## src/rtl/fetch_queue.sv

```systemverilog
// fetch_queue: in-order (pc, instr) buffer between fetch and decode.
// Circular buffer with read/write pointers and an occupancy counter.
//
// Ports:
//   clk, reset            clock, synchronous active-high reset
//   flush                 discard all entries and any same-cycle push
//   in_valid/in_ready     fetch-side handshake, in_pc/in_instr payload
//   out_valid/out_ready   decode-side handshake, out_pc/out_instr head
//   count                 current occupancy, 0..DEPTH
//
// Optional macro FETCH_QUEUE_BYPASS_EN: when the queue is empty, an
// incoming pair is presented combinationally on out_* (0-cycle latency).
module fetch_queue #(
    parameter int DEPTH = 4,
    parameter int CNT_W = $clog2(DEPTH + 1)
) (
    input  logic             clk,
    input  logic             reset,
    input  logic             flush,
    input  logic             in_valid,
    output logic             in_ready,
    input  logic [31:0]      in_pc,
    input  logic [31:0]      in_instr,
    output logic             out_valid,
    input  logic             out_ready,
    output logic [31:0]      out_pc,
    output logic [31:0]      out_instr,
    output logic [CNT_W-1:0] count
);

    localparam int PTR_W = (DEPTH > 1) ? $clog2(DEPTH) : 1;

    logic [PTR_W-1:0] wptr_q, wptr_d;
    logic [PTR_W-1:0] rptr_q, rptr_d;
    logic [CNT_W-1:0] count_q, count_d;
    logic [63:0]      mem_q [DEPTH];

    logic empty;
    logic full;
    logic push;
    logic pop;
    logic wr_en;
    logic rd_en;
    logic bypass;

    assign empty    = (count_q == '0);
    assign full     = (count_q == CNT_W'(DEPTH));
    assign in_ready = !full;
    assign count    = count_q;

`ifdef FETCH_QUEUE_BYPASS_EN
    assign bypass = empty & in_valid & ~flush;
`else
    assign bypass = 1'b0;
`endif

    assign out_valid = !empty | bypass;
    assign push      = in_valid & in_ready;
    assign pop       = out_valid & out_ready;
    // A bypassed pair consumed in the same cycle never touches storage.
    assign wr_en     = push & ~(bypass & out_ready);
    // Pops only advance storage when the head came from the buffer.
    assign rd_en     = pop & !empty;

    always_comb begin
        out_pc    = 32'h0;
        out_instr = 32'h0;
        if (!empty) begin
            {out_pc, out_instr} = mem_q[rptr_q];
        end else if (bypass) begin
            out_pc    = in_pc;
            out_instr = in_instr;
        end
    end

    always_comb begin
        wptr_d  = wptr_q;
        rptr_d  = rptr_q;
        count_d = count_q;
        if (flush) begin
            wptr_d  = '0;
            rptr_d  = '0;
            count_d = '0;
        end else begin
            if (wr_en) wptr_d = wptr_q + PTR_W'(1);
            if (rd_en) rptr_d = rptr_q + PTR_W'(1);
            unique case ({wr_en, rd_en})
                2'b10:   count_d = count_q + CNT_W'(1);
                2'b01:   count_d = count_q - CNT_W'(1);
                default: count_d = count_q;
            endcase
        end
    end

    always_ff @(posedge clk) begin
        if (reset) begin
            wptr_q  <= '0;
            rptr_q  <= '0;
            count_q <= '0;
        end else begin
            wptr_q  <= wptr_d;
            rptr_q  <= rptr_d;
            count_q <= count_d;
        end
    end

    // Storage is intentionally left unreset; empty masks stale data.
    always_ff @(posedge clk) begin
        if (wr_en && !flush && !reset) begin
            mem_q[wptr_q] <= {in_pc, in_instr};
        end
    end

endmodule

```

## config.mk

```make
export PLATFORM = sky130hd
export DESIGN_NAME = fetch_queue
export DESIGN_NICKNAME = d
export VERILOG_FILES = /design/src/rtl/fetch_queue.sv
export SDC_FILE = /design/constraint.sdc
export NUM_CORES = 1
export LEC_CHECK = 0
export BUFFER_PORTS_ARGS = -buffer_cell sky130_fd_sc_hd__buf_4
export CORE_ASPECT_RATIO = 1.4
export CORE_MARGIN = 2
export CORE_UTILIZATION = 43
export DETAILED_ROUTE_END_ITERATION = 6
export GPL_TIMING_DRIVEN = 0
export PLACE_DENSITY = 0.74
export SLEW_MARGIN = 0
export SYNTH_ARGS = -nofsm -noshare
export SYNTH_HDL_FRONTEND = slang
export SYNTH_SLANG_ARGS = --single-unit
```

## constraint.sdc

```tcl
create_clock -name clk -period 8 [get_ports clk]
set_input_delay 0 -clock clk [delete_from_list [all_inputs] [get_ports clk]]
set_output_delay 0 -clock clk [all_outputs]
set_load 0.03 [all_outputs]
```

# Word level (Yosys, flattened, before mapping)
# Memories as Yosys holds them, arrays and structs flattened. A register that Yosys moved wholly into a read port is not among the register bits.
# Cells that the tools add are included.
# word_totals
regBits	7
ramBits	256
in_bits	69
output_inout_bits	69
elab_cells	30
memories	1
# op_classes
n_addsub	4
eq_ne	3
muxes	7
bitwise_logic	3
n_reduce_logical	9
# mem_list
name	words	word_bits	read_ports	rd_clocked_by_memory_dff	wr	line	source
mem_q	4	64	1	1	1	36	logic [63:0] mem_q [DEPTH];
# ops
cell	n
2-to-1 mux 32 bit	2
one-hot mux 3 bit (2 select lines)	1
adder 2 x 1 -> 2 bit (second input constant)	2
zero test 1 bit	4
2-to-1 mux 2 bit	2
adder 3 x 1 -> 3 bit (second input constant)	1
bitwise AND 1 bit	3
== test 3 bit (second input constant)	1
zero test 3 bit	1
subtractor 3 x 1 -> 3 bit (second input constant)	1
== test 2 x 1 -> 1 bit (second input constant)	1
== test 2 bit (second input constant)	1
logical AND 1 bit	2
2-to-1 mux 1 bit	2
nonzero test 2 bit	1
OR reduction 2 bit	1

# Depth between registers and ports, before layout
# logic_depth
depth_word	7
ltp_mapped	10
depth_no_buf	9

# Least setup slack after synthesis
# OpenSTA, ideal clock, no wires.
# synth_timing
kind	flip-flop to flip-flop
from	reg count_q[0] (netlist: count[0])
to	mem mem_q[0][0], enable pin
setup_ps	429
arrival_time_ps	2668
required_time_ps	7571
slack_ps	4904
path_stages_with_launch	5
path_buffers	1
period_less_slack_ps	3096
path_cell_list	dfxtp_1 > or3b_4 > and2_4 > buf_6 > and3_1
# synth_between
elab_chain_len	7
# synth_lines
item	line	source
from (decl)	35	logic [CNT_W-1:0] count_q, count_d;
from (signal assigned)	103	count_q <= count_d;
== test 3 bit	47	assign full = (count_q == CNT_W'(DEPTH));
zero test 1 bit	48	assign in_ready = !full;
named net in_ready	21	output logic in_ready,
bitwise AND 1 bit	58	assign push = in_valid & in_ready;
logical AND 1 bit (2 in a row)	109	if (wr_en && !flush && !reset) begin
2-to-1 mux 1 bit	109	
2-to-1 mux 1 bit (not written as such)	110	mem_q[wptr_q] <= {in_pc, in_instr};
to (decl)	36	
# The timed path passes the listed nets, and every way through them passes these cells.

# Worst setup path after layout
# layout_timing
from	reg count_q[2] (netlist: count[2])
to	reg count_q[2] (netlist: count[2])
# layout_between
elab_chain_len	6
elab_cells_between_ends	13
cone_classes	2 x add/sub; 3 x eq/ne; 1 x mux; 3 x bitwise; 4 x reduce/logical
# layout_lines
item	line	source
zero test 3 bit	46	assign empty = (count_q == '0);
zero test 1 bit	n/a	
bitwise AND 1 bit	59	assign pop = out_valid & out_ready;
bitwise AND 1 bit	63	assign rd_en = pop & !empty;
== test 2 x 1 -> 1 bit / == test 2 bit (equally long branches)	87	unique case ({wr_en, rd_en})
one-hot mux 3 bit (2 select lines) / nonzero test 2 bit (equally long branches)	n/a	
# Several ways; a longest one is shown, not always the timed one.
# A chain may end at the register's enable or synchronous reset.

==> flow_results.org <==
** Floorplanning
- Num rows :: 66
- Die boundary height :: 186 microns
- Initial core utilization :: 43.9%
- Die area :: 25000 sq um
- Horizontal die dimension :: 134 microns
- The region available for standard cell placement spans 23300 sq um.
- Number of top-level pins :: 138

** Critical path
- Critical path's top delay family :: simple AND/OR/NAND/NOR gates
- Type of the worst setup path :: flip-flop to flip-flop
- The worst setup path is launched from a flip-flop.
- Number of buffer and inverter instances along the worst setup path :: 3
- Crit-path max FO :: 7
- Largest incremental delay on the critical path :: 0.42 ns
- The slowest stage of the critical path belongs to the cell dfxtp_1.
- Most prevalent standard cell on the critical path :: inv_1
- STA puts the critical path data required time at 8.43 ns.
- The worst setup path is captured at a flip-flop.
- At the worst endpoint, the arrival time is 3.15 ns.
- Critical path cell sequence :: or3b_4 > and2_4 > buf_6 > inv_1 > ha_1 > inv_1 > fa_1 > xor2_1 > or3_2 > a21oi_1

** Pwr
- Cell internal power was estimated by the tool at 0.00226 W.
- Sequential cells burn 54.2% of the power.
- Clock network fraction of design power :: 38.0%
- The analysis attributes to net switching a power of 0.000585 W.
- Leakage power total :: 4.52 nW
- Dividing total power by cell area gives a power density of 216 nW/um^2.
- Per report_power, the combinational group accounts for 7.7% of the total.
- Switching share of total power :: 20.6%
- The design draws 0.00284 W.
- IR drop worst, VDD :: 143 uV

** Yosys
- Mux share of post-synthesis cell area :: 14.2%
- The synthesized netlist contains 28 unique library cells.
- Among all flip-flop cells after synthesis, the most frequent one is edfxtp_1.
- Flop and latch count out of synthesis :: 265
- edfxtp_1 takes more of the synthesized area than any other cell.
- After synthesis, the largest family of logic cells by area is multiplexers.
- Most repeated cell in the gate-level netlist after synthesis :: edfxtp_1
- Summing the areas of all xor and xnor instances in the mapped netlist gives 0.343% of the synthesized area.
- In this run the biggest area consumer among cell types represents 75.2% of the synthesized area.
- Part of the Yosys area used for sequential elements :: 77.0%
- Async set-reset flop share out of synthesis :: 0%
- Synthesis produced 459 cells.
- Synth Net Count :: 534
- Summing the areas of all and, or, nand and nor instances in the mapped netlist gives 4.95% of the synthesized area.
- Synth top area cells :: edfxtp_1 75%, mux4_2 14%, and2_1 3.9%
- The synthesized netlist devotes 0.429% of its cell area to compound gates.
- Count of flip-flops with a built-in enable after synthesis :: 256
- The Yosys step of the flow raised 0 warnings.
- Cell area after synthesis :: 10200 sq um
- The synthesized netlist devotes 0.808% of its cell area to adder and majority cells.
- Post-synthesis area per instance :: 22.3 sq um
- After synthesis, the most frequently instantiated cells are 256 x edfxtp_1, 64 x and2_1, 64 x mux4_2.

** Placed design
- Sum of net half-perimeters after detailed placement :: 12100 microns
- Routability cong. :: 0.687
- In this run the tool buffered the top-level ports with 137 buffer cells.
- Before CTS, the worst setup slack after placement is 5.35 ns.

** Cells and area
- Fraction of final layout cells with drive strength greater than 1 :: 37.0%
- Area Overhead vs Synth :: 28.9%
- Fill cells in the final layout number 1808.
- Final design utilization :: 56.6%
- In the final design database the tool counted 771 nets.

** Drt
- In this run the remaining antenna-violating nets after routing total 0.
- Summed over all layers, the routed wires come to 19600 microns.
- Count of unresolved DRC violations after routing :: 0
- Violation count after the first detailed-route iteration :: 273
- Dividing the detail-routed wire length by the instance count gives 19.1 microns.
- Dividing the detail-routed via count by the number of cells gives 5.03.
- Detailed-routing iteration count for the pre-antenna-repair pass :: 4
- Overall via count from detail_route :: 5141

** Min path
- The tightest min-delay check is of the input port to flip-flop type.

** Global routing
- In the global route stage, overall resource usage came out at 15.9%.
- Maximum number of pins on one net before global-route repair :: 35
- Number of global-route vias before repair :: 5699
- The initial antenna violation count is 2.
- Residual overflow from global routing :: 0
- The first global-routing pass estimated 30800 microns of wire.

** Clock network
- The tree is rooted in a clkbuf_16.
- Worst-case clock buffer depth :: 3
- In this run the number of H-tree levels came out at 1.
- TritonCTS built the clock tree.
- Total of hold buffers inserted after clock tree synthesis :: 69
- Post CTS Setup Buffer Count :: 0
- Clock tree synthesis inserted a total of 25 buffers.
- Worst skew pair latency :: 0.52 ns
- Clock slew at the register clock pins of the worst setup and hold paths :: 0.06 ns
- Gates resized during post-CTS repair numbered 0.
- Clk sink count :: 265

** Run
- Max-cap violations in this run came to 0.

** Timing
- Post-route setup slack :: 5.28 ns
- At the pin with the least slew margin, the transition time is 0.698 ns.
- For this run, the top clock speed supported by timing is 0.368 GHz.
- Setup violations remaining at the end of the flow were counted as 0.
- Worst clock skew on the final layout :: 0.0219 ns
- Fraction of the cycle the final worst path needs :: 34.0%
- The worst path in the final design needs a cycle of 2.72 ns, including I/O delays and setup.
- Worst slew margin :: 53.5%
- RSZ-0062 raised after global routing :: no
- Number of pins with negative max-slew slack in the final report :: 0
- Setup TNS :: 0 ns
- The total count of hold-check failures in the final report is 0.
- The tightest hold path in the finished design has a slack of 0.0369 ns.

** Outcome
- The run finished with clean final reports.
==> worst min-delay path: cells and delay by family <==
kind	cells	cell delay, ns
buffers and inverters	2	0.34
and+or+nand+nor	2	0.17
==> worst paths after layout <==
path / endpoint / slack [ns] / cells past startpoint / from
hold / removal: count[0] / 0.04 / 4 / flush
setup reg to reg: count[2] / 5.28 / 10 / count[2]
setup / recovery: count[2] / 5.28 / 10 / count[2]
hold reg to reg: wptr_q[0] / 0.52 / 2 / wptr_q[0]
==> power by group through the flow <==
stage / sequential [W] / clock (W) / combinational, W
after floorplan: 0.00157 / 0 / 0.000101
after global placement: 0.00157 / 0 / 0.000186
after detailed placement: 0.00157 / 0 / 0.000195
after CTS: 0.00154 / 0.00111 / 0.000223
after global routing: 0.00154 / 0.00116 / 0.000235
final: 0.00154 / 0.00108 / 0.000220
==> sequential cells by signal (all words and copies together) (netlist names), named ones only <==
name / count
mem_q: 256
wptr_q: 2
rptr_q: 2
count: 3
==> kinds of logic (layout without fill, tap and decap cells) <==
logic type | Yosys count | in the layout
DFF | 265 | 265
adders and majority gates | 6 | 6
other | 0 | 2
muxes | 65 | 65
xor gates and xnor gates | 4 | 4
buffers and inverters | 30 | 285
and+or+nand+nor | 83 | 83
AOI/OAI and AO/OA | 6 | 6
==> layout by cell type, fill, tap and decap left out, types with 2 or more instances in the layout <==
master / instances
clkinv_2: 5
clkbuf_1: 18
buf_2: 6
buf_12: 10
and3_4: 4
nand2_1: 2
mux4_2: 64
diode_2: 2
inv_1: 7
clkbuf_8: 4
edfxtp_1: 256
clkbuf_16: 25
dfxtp_1: 9
buf_6: 2
xor2_1: 4
and2_1: 64
ha_1: 5
nor2_1: 7
dlygate4sd3_1: 69
a21oi_1: 2
buf_4: 137
==> cell type report <==
class                           count  area (sq um)  share of cell area (%)
Clock inverter                      6          32.5                   0.247
Sequential cell                   265          7870                    59.7
Inverter                            7          26.3                   0.199
Multi-Input combinational cell    164          2140                    16.2
Timing Repair Buffer              210          1800                    13.7
Clock buffer                       39           718                    5.45
Antenna cell                        2          5.00                  0.0380
Tap cell                          306           383                    2.91
Buffer                             23           208                    1.58
==> per-layer routing <==
layer  part of all wire [%]  GRT usage [%]
met1                     40           20.0
met2                     53           28.3
met3                    4.4           2.31
met4                    2.2           5.10
met5                      0              0
==> metrics by stage <==
step,std cells,cell area (sq um)
global route,1022,13200
floorplan,459,10200
finish,1022,13200
CTS,1020,13200
detailed placement,906,11700
global placement,902,11600
Power figures use the tool's default switching activity.
